## src/rtl/uart_pkg.sv

```systemverilog
// Shared UART definitions: FSM state encodings, oversampling ratio and baud divider math.
// With UART_RX_PARITY_EN defined the state type widens to 3 bits to hold PARITY.
package uart_pkg;

  localparam int OVERSAMPLE = 16;

`ifdef UART_RX_PARITY_EN
  typedef enum logic [2:0] {
    IDLE   = 3'b000,
    START  = 3'b001,
    DATA   = 3'b010,
    STOP   = 3'b011,
    PARITY = 3'b100
  } uart_state_t;
`else
  typedef enum logic [1:0] {
    IDLE  = 2'b00,
    START = 2'b01,
    DATA  = 2'b10,
    STOP  = 2'b11
  } uart_state_t;
`endif

  // Clocks per oversample tick, rounded to nearest.
  function automatic int calc_tick_div(input int clk_freq, input int baud_rate);
    return (clk_freq + (baud_rate * OVERSAMPLE) / 2) / (baud_rate * OVERSAMPLE);
  endfunction

endpackage

```

## src/rtl/baud_rate_gen.sv

```systemverilog
// Free-running oversample tick generator: o_tick is high for one clk every TICK_DIV clocks.
// Shared between the UART receiver and transmitter.
module baud_rate_gen #(
  parameter int TICK_DIV = 163
) (
  input  logic clk,
  input  logic rst,
  output logic o_tick
);

  localparam int CW = (TICK_DIV > 1) ? $clog2(TICK_DIV) : 1;
  localparam logic [CW-1:0] CNT_LAST = CW'(TICK_DIV - 1);

  logic [CW-1:0] cnt_r;
  logic          tick_r;

  // Divider counter with registered tick output.
  always_ff @(posedge clk) begin
    if (rst) begin
      cnt_r  <= '0;
      tick_r <= 1'b0;
    end else if (cnt_r == CNT_LAST) begin
      cnt_r  <= '0;
      tick_r <= 1'b1;
    end else begin
      cnt_r  <= cnt_r + CW'(1);
      tick_r <= 1'b0;
    end
  end

  assign o_tick = tick_r;

endmodule

```

## src/rtl/uart_rx.sv

```systemverilog
// 8N1 UART receiver with 16x oversampling and a two-flop input synchronizer.
// Optional even-parity checking is enabled by defining UART_RX_PARITY_EN.
module uart_rx
  import uart_pkg::*;
#(
  parameter int DBIT      = 8,
  parameter int SB_TICK   = 16,
  parameter int CLK_FREQ  = 50000000,
  parameter int BAUD_RATE = 19200,
  parameter int TICK_DIV  = calc_tick_div(CLK_FREQ, BAUD_RATE)
) (
  input  logic            clk,
  input  logic            rst,
  input  logic            i_rx,
  output logic            o_rx_done,
  output logic [DBIT-1:0] o_data,
  output logic            o_frame_err
`ifdef UART_RX_PARITY_EN
  ,
  output logic            o_parity_err
`endif
);

  localparam int SCW = $clog2((SB_TICK > OVERSAMPLE) ? SB_TICK : OVERSAMPLE);
  localparam int NCW = (DBIT > 1) ? $clog2(DBIT) : 1;
  localparam logic [SCW-1:0] S_MID   = SCW'(OVERSAMPLE / 2 - 1);
  localparam logic [SCW-1:0] S_LAST  = SCW'(OVERSAMPLE - 1);
  localparam logic [SCW-1:0] SB_LAST = SCW'(SB_TICK - 1);
  localparam logic [NCW-1:0] N_LAST  = NCW'(DBIT - 1);
`ifdef UART_RX_PARITY_EN
  localparam uart_state_t AFTER_DATA = PARITY;

  // High when data plus parity bit hold an odd number of ones.
  function automatic logic even_parity_fail(input logic [DBIT-1:0] d, input logic p);
    return ^{d, p};
  endfunction
`else
  localparam uart_state_t AFTER_DATA = STOP;
`endif

  logic            rx_meta_r, rx_sync_r, rx_s, s_tick;
  uart_state_t     state_r, state_nxt;
  logic [SCW-1:0]  s_cnt_r, s_cnt_nxt;
  logic [NCW-1:0]  n_cnt_r, n_cnt_nxt;
  logic [DBIT-1:0] b_r, b_nxt, data_r, data_nxt;
  logic            rx_done_r, rx_done_nxt, frame_err_r, frame_err_nxt, stop_hit_s;
`ifdef UART_RX_PARITY_EN
  logic            par_r, par_nxt, parity_err_r, parity_err_nxt;
`endif

  baud_rate_gen #(.TICK_DIV(TICK_DIV)) u_baud (
    .clk    (clk),
    .rst    (rst),
    .o_tick (s_tick)
  );

  // Two-flop synchronizer for the asynchronous line, idling high.
  always_ff @(posedge clk) begin
    if (rst) begin
      rx_meta_r <= 1'b1;
      rx_sync_r <= 1'b1;
    end else begin
      rx_meta_r <= i_rx;
      rx_sync_r <= rx_meta_r;
    end
  end
  assign rx_s = rx_sync_r;

  // State, counters, shift register and registered outputs.
  always_ff @(posedge clk) begin
    if (rst) begin
      state_r     <= IDLE;
      s_cnt_r     <= '0;
      n_cnt_r     <= '0;
      b_r         <= '0;
      data_r      <= '0;
      rx_done_r   <= 1'b0;
      frame_err_r <= 1'b0;
`ifdef UART_RX_PARITY_EN
      par_r        <= 1'b0;
      parity_err_r <= 1'b0;
`endif
    end else begin
      state_r     <= state_nxt;
      s_cnt_r     <= s_cnt_nxt;
      n_cnt_r     <= n_cnt_nxt;
      b_r         <= b_nxt;
      data_r      <= data_nxt;
      rx_done_r   <= rx_done_nxt;
      frame_err_r <= frame_err_nxt;
`ifdef UART_RX_PARITY_EN
      par_r        <= par_nxt;
      parity_err_r <= parity_err_nxt;
`endif
    end
  end

  // Next-state and counter logic; counters only move on oversample ticks.
  always_comb begin
    state_nxt = state_r;
    s_cnt_nxt = s_cnt_r;
    n_cnt_nxt = n_cnt_r;
    b_nxt     = b_r;
`ifdef UART_RX_PARITY_EN
    par_nxt   = par_r;
`endif
    case (state_r)
      IDLE: begin
        if (!rx_s) begin
          state_nxt = START;
          s_cnt_nxt = '0;
        end else begin
          state_nxt = IDLE;
        end
      end
      START: begin
        if (s_tick && (s_cnt_r == S_MID)) begin
          if (!rx_s) begin
            state_nxt = DATA;
            s_cnt_nxt = '0;
            n_cnt_nxt = '0;
          end else begin
            state_nxt = IDLE;
          end
        end else if (s_tick) begin
          s_cnt_nxt = s_cnt_r + SCW'(1);
        end else begin
          state_nxt = START;
        end
      end
      DATA: begin
        if (s_tick && (s_cnt_r == S_LAST)) begin
          s_cnt_nxt = '0;
          b_nxt     = {rx_s, b_r[DBIT-1:1]};
          if (n_cnt_r == N_LAST) begin
            state_nxt = AFTER_DATA;
          end else begin
            n_cnt_nxt = n_cnt_r + NCW'(1);
          end
        end else if (s_tick) begin
          s_cnt_nxt = s_cnt_r + SCW'(1);
        end else begin
          state_nxt = DATA;
        end
      end
`ifdef UART_RX_PARITY_EN
      PARITY: begin
        if (s_tick && (s_cnt_r == S_LAST)) begin
          s_cnt_nxt = '0;
          par_nxt   = rx_s;
          state_nxt = STOP;
        end else if (s_tick) begin
          s_cnt_nxt = s_cnt_r + SCW'(1);
        end else begin
          state_nxt = PARITY;
        end
      end
`endif
      STOP: begin
        if (s_tick && (s_cnt_r == SB_LAST)) begin
          state_nxt = IDLE;
        end else if (s_tick) begin
          s_cnt_nxt = s_cnt_r + SCW'(1);
        end else begin
          state_nxt = STOP;
        end
      end
      default: begin
        state_nxt = IDLE;
      end
    endcase
  end

  // Output decode at the final stop-bit sample.
  always_comb begin
    stop_hit_s    = (state_r == STOP) && s_tick && (s_cnt_r == SB_LAST);
    rx_done_nxt   = 1'b0;
    frame_err_nxt = 1'b0;
    data_nxt      = data_r;
`ifdef UART_RX_PARITY_EN
    parity_err_nxt = 1'b0;
`endif
    if (stop_hit_s && rx_s) begin
      rx_done_nxt = 1'b1;
      data_nxt    = b_r;
`ifdef UART_RX_PARITY_EN
      parity_err_nxt = even_parity_fail(b_r, par_r);
`endif
    end else if (stop_hit_s) begin
      frame_err_nxt = 1'b1;
    end else begin
      rx_done_nxt = 1'b0;
    end
  end

  assign o_rx_done   = rx_done_r;
  assign o_frame_err = frame_err_r;
  assign o_data      = data_r;
`ifdef UART_RX_PARITY_EN
  assign o_parity_err = parity_err_r;
`endif

endmodule

```

## config.mk

```make
export PLATFORM = sky130hd
export DESIGN_NAME = uart_rx
export DESIGN_NICKNAME = d
export VERILOG_FILES = /design/src/rtl/uart_pkg.sv /design/src/rtl/baud_rate_gen.sv /design/src/rtl/uart_rx.sv
export SDC_FILE = /design/constraint.sdc
export NUM_CORES = 1
export LEC_CHECK = 0
export ABC_AREA = 1
export CAP_MARGIN = 20
export CORE_AREA = 2 2 63 65
export DETAILED_ROUTE_END_ITERATION = 8
export DIE_AREA = 0 0 65 67
export PLACE_DENSITY = 0.71
export REMOVE_ABC_BUFFERS = 1
export SLEW_MARGIN = 20
export SYNTH_ARGS = -nofsm -noshare
export SYNTH_HDL_FRONTEND = slang
export SYNTH_HIERARCHICAL = 1
export SYNTH_SLANG_ARGS = --single-unit
```

## constraint.sdc

```tcl
create_clock -name clk -period 1.3 [get_ports clk]
set_input_delay 0.13 -clock clk [delete_from_list [all_inputs] [get_ports clk]]
set_output_delay 0.13 -clock clk [all_outputs]
set_load 0.005 [all_outputs]
```

==> After elaboration in Yosys (flattened, before gate mapping) <==
Index checks and enable logic that the tools add are counted.
{ "totals": {"in_bits": 3, "out_inout_bits": 10, "regBits": 38, "elab_cells": 66} }
{ "op_classes": {"mux": 24, "n_eq_ne": 16, "reduce_logical": 12, "addsub": 3} }
{ "ops": {"columns": ["operator", "count"], "rows": [
  ["2-to-1 mux 4 bit", 5],
  ["2-to-1 mux 2 bit", 8],
  ["case mux 4 bit (4 select lines)", 1],
  ["2-to-1 mux 3 bit", 4],
  ["inequality test 3 bit, second input constant", 4],
  ["inequality test 2 bit, second input constant", 5],
  ["adder 8 x 1 -> 8 bit, second input constant", 1],
  ["== test 8 bit, second input constant", 1],
  ["case mux 2 bit (4 select lines)", 1],
  ["case mux 3 bit (2 select lines)", 1],
  ["logical AND 1 bit", 5],
  ["AND reduction 5 bit", 1],
  ["adder 4 x 1 -> 4 bit, second input constant", 1],
  ["== test 2 bit, second input constant", 2],
  ["== test 4 x 3 -> 1 bit, second input constant", 1],
  ["== test 4 bit, second input constant", 1],
  ["2-to-1 mux 1 bit", 4],
  ["AND reduction 4 bit", 1],
  ["OR reduction 2 bit", 2],
  ["adder 3 x 1 -> 3 bit, second input constant", 1],
  ["== test 3 bit, second input constant", 1],
  ["== test 2 x 1 -> 1 bit, second input constant", 1],
  ["logical NOT 2 bit", 1],
  ["AND reduction 2 bit", 1],
  ["nonzero test 2 bit", 1]
]} }

==> Longest topological paths before layout <==
{ "logic_depth": {"word_depth": 5, "depth_mapped": 9, "depth_no_buf": 9} }

==> Cells and area by module <==
The synthesis kept the hierarchy.
{ "modules_own_cells": {"columns": ["module", "area_each_um2", "n_inst", "seq_area_each_um2", "cells_each"], "rows": [
  ["uart_rx", 1356.3, 1, 580.6, 172],
  ["baud_rate_gen", 430.4, 1, 180.2, 56]
]} }

==> Worst setup path after synthesis <==
OpenSTA, ideal clock, no wires.
{ "synth_timing": {"kind": "reg-to-reg", "start": "register s_cnt_r[1]", "end": "register data_r[0], in the netlist o_data[0]", "path_slack_ns": -0.030, "setup_ns": 0.115, "path_stages_with_launch": 9, "t_arrival_ns": 1.215, "period_less_slack_ns": 1.330, "required_ns": 1.185, "path_buffers": 0, "cell_sequence": "dfxtp_1 -> ha_1 -> nand3_2 -> nor2_8 -> nand2_2 -> nand2_2 -> inv_2 -> nand2_1 -> o21ai_2"} }
{ "synth_via": {"elab_chain_len": 3} }
{ "synth_lines": {"columns": ["element", "line_no", "rtl"], "rows": [
  ["start, declared", "uart_rx.sv:43", "logic [SCW-1:0] s_cnt_r, s_cnt_nxt;"],
  ["start signal, assigned", "uart_rx.sv:85", "s_cnt_r <= s_cnt_nxt;"],
  ["== test 4 bit", "uart_rx.sv:176", "stop_hit_s = (state_r == STOP) && s_tick && (s_cnt_r == SB_LAST);"],
  ["logical AND 1 bit", "uart_rx.sv:176", null],
  ["logical AND 1 bit", "uart_rx.sv:183", "if (stop_hit_s && rx_s) begin"],
  ["end signal, assigned", "uart_rx.sv:88", "data_r <= data_nxt;"],
  ["end, declared", "uart_rx.sv:45", "logic [DBIT-1:0] b_r, b_nxt, data_r, data_nxt;"]
]} }
Every way passes these cells.
A chain may end at the register's enable or synchronous reset.

==> Worst setup path in the final report <==
{ "layout_timing": {"start": "register s_cnt_r[1]", "end": "register s_cnt_r[1]"} }
{ "layout_via": {"elab_chain_len": 4, "word_cells_on_any_way": 12, "cone_classes": "add/sub (1); eq/ne (3); mux (6); reduce/logical (2)"} }
{ "layout_lines": {"columns": ["element", "line_no", "rtl"], "rows": [
  ["adder 4 x 1 -> 4 bit, or another cell as far along", "uart_rx.sv:126, uart_rx.sv:141, uart_rx.sv:163", null],
  ["2-to-1 mux 4 bit, or another cell as far along", "uart_rx.sv:125, uart_rx.sv:140, uart_rx.sv:162", null],
  ["2-to-1 mux 4 bit (on tied branches)", "uart_rx.sv:160, uart_rx.sv:117, uart_rx.sv:132", null],
  ["case mux 4 bit (4 select lines)", "uart_rx.sv:107", "case (state_r)"]
]} }
Parallel ways exist; a longest one is shown, timed or not. The select of a mux whose other input is x is not followed.

==> out/metrics.yaml <==
cts_buffer_depth: 2
cp_data_required_time_ps: 1530
path_class: "flop to flop"
diodes: 0
routed_wl_um: 3350
r2r_slack_ps: -20
vdd_drop_max_v: 0.000794
gp_congestion: 0.888
path_cells: "ha_4 > nand4_1 > nand2_2 > nand3_2 > nand2_2 > nand2_1 > a21oi_2"
cts_tree: "built"
finalHoldViolations: 0
cp_common_cell: "nand2_2"
async_flop_share_pct: 0
violations: "setup timing"
cp_num_cells: 7
p_leak_nw: 0.982
vias: 1460
die_area_um2: 4360
cts.sinks: 38
r2r_cells: 7
grtUsageTotal_pct: 16.5
drive_gt1_share_pct: 31.1
grt_first_pass_wirelength_um: 5400
hold_class: "primary input to flop"
maxSlewHeadroom_pct: 74.8
tns_ps: -28.2
final_cell_mix: "nand2_1 (44), dfxtp_1 (31), inv_1 (27)"
final_common_cell: "nand2_1"
drt-initial-drc-count: 69
clkTransAtPathRegs_ps: 70
hold_depth: 2
r2r_end: "s_cnt_r[1]"
drv_cap: 0
hpwl_um: 2300
clock_latency_ps: 290
area_growth_pct: 23.2
ios: 13
initial_core_util_pct: 49.5
grt_pass1_vias: 1262
htreeDepth: 2
crit_path_max_incr_delay_ps: 370
die_w_um: 65
min_to: "rx_meta_r"
synth_area_um2: 1790
coreArea_um2: 3610
crit_path_end_kind: "flop"
netlist_instances: 228
antenna_found_initial: 0
finalSetupViolCount: 4
critPathTopFamily: "simple AND/OR/NAND/NOR gates"
rows: 22
skew_ps: 6.81
port_buffers: 12
viasPerCell: 4.79
cts_root_buf: "clkbuf_8"
drcViolationCount: 0
fmax_mhz: 759
timing.critical_path.buf_inv: 0
r2r_start: "s_cnt_r[1]"
synth-seq-cells: 38
ys.warnings.count: 6
fin_crit_ps: 1320
outcome: "finished, violations left"
synthFlopType: "dfxtp_1"
report.final.slew_viol_count: 0
cp_slowest_cell: "dfxtp_2"
tightest_slew_ps: 378
die_h_um: 67
yosysUniqueCellTypes: 31
numCtsBuffers: 5
rsz0062_at_grt: "true"
arrival_ps: 1540
synth_edf_count: 0
first_pass_iters: 4
grt_start_max_net_pins: 20
powerDensity_nw_per_um2: 966
grt_overflow: 0
ys_seq_area_share_pct: 42.6
final.setup.worst_slack_ps: -17.6
critPathMaxFanout: 5
ant_nets: 0
hold_start: "i_rx"
hold_buffers: 0
finalCritPeriodShare_pct: 101
hold_ws_ps: 394
detail_route.wl_per_cell_um: 11.0
avgSynthCellArea_um2: 7.84
fin_nets: 264
worst_setup_path_start_kind: "flop"
Yosys cell counts, types with 3 or more instances:
library cell  count  share of area [%]
nand2_1          50                 11
dfxtp_1          38                 43
inv_2             6                1.3
nor2_1           20                4.2
ha_1              5                3.5
a21oi_1          13                3.6
o21ai_2           8                3.9
nand2_2           3                1.1
nand3_1          10                2.8
a21oi_2           6                2.9
nand4_1           3                1.1
inv_1            27                5.7
o21ai_0          14                3.9
nand2_4           3                1.9
state kept, by name, summed over array words and instances (netlist names):
name	flops
n_cnt_r	3
o_rx_done	1
state_r	2
o_data	8
rx_meta_r	1
s_cnt_r	4
o_frame_err	1
u_baud/o_tick	1
rx_s	1
b_r	8
u_baud/cnt_r	8
cell families (layout without fill, tap and decap cells):
logic type	count (synthesis)	after routing	share of synthesized area [%]
XOR/XNOR	2	2	0.981
flip-flops	38	38	42.6
AO/OA/AOI/OAI	44	44	15.6
AND/OR/NAND/NOR	100	100	27.9
buffers and inverters	39	68	9.45
adder cells (fa/ha/maj)	5	5	3.50
layout make-up:
type                            count  area (um^2)
Fill cell                         318         1400
Multi-Input combinational cell    151          915
Sequential cell                    38          769
Timing Repair Buffer               26          235
Inverter                           34          128
Clock buffer                        6         82.6
Tap cell                           48         60.1
Clock inverter                      2         12.5
metrics by stage:
stage	total power, mW	instance area [um^2]	setup WS [ps]	utilization [%]	cells
global route	2.20	2200	-85.9	61.1	305
detailed placement	1.31	2020	-131	56.1	296
global placement	1.31	2020	-92.1	56.1	296
finish	2.13	2200	-17.6	61.1	305
CTS	2.14	2140	3.09	59.2	304
floorplan	1.27	1750	-40.3	-	223
layer usage:
metal | GRT usage, % | routed length (um) | vias up
met5 | 0 | 0 | -
met4 | 7.98 | 63 | 0
met3 | 4.05 | 79 | 5
met2 | 27.1 | 1520 | 15
met1 | 20.2 | 1680 | 657
li1 | - | - | 783
power breakdown:
group	switching (mW)	total [mW]	internal [mW]
clock network	0.412	0.837	0.426
logic	0.0592	0.0994	0.0402
registers	0.0144	1.19	1.18
how the worst max path moves through the flow:
stage,from,end,slack [ps]
detailed placement,s_cnt_r[0],o_data[5],-130
finish,s_cnt_r[1],s_cnt_r[1],-20
global placement,s_cnt_r[1],o_data[5],-90
floorplan,s_cnt_r[1],o_data[0],-40
global route,s_cnt_r[1],b_r[4],-90
CTS,s_cnt_r[3],o_data[5],3
repair_timing:
action / CTS / global route
buffers inserted: 0 / 1
pin swaps: 1 / 8
gates resized for setup: 5 / 30
setup endpoints to repair: 27 / 31
Note: power is estimated with default switching activity, not from simulation.
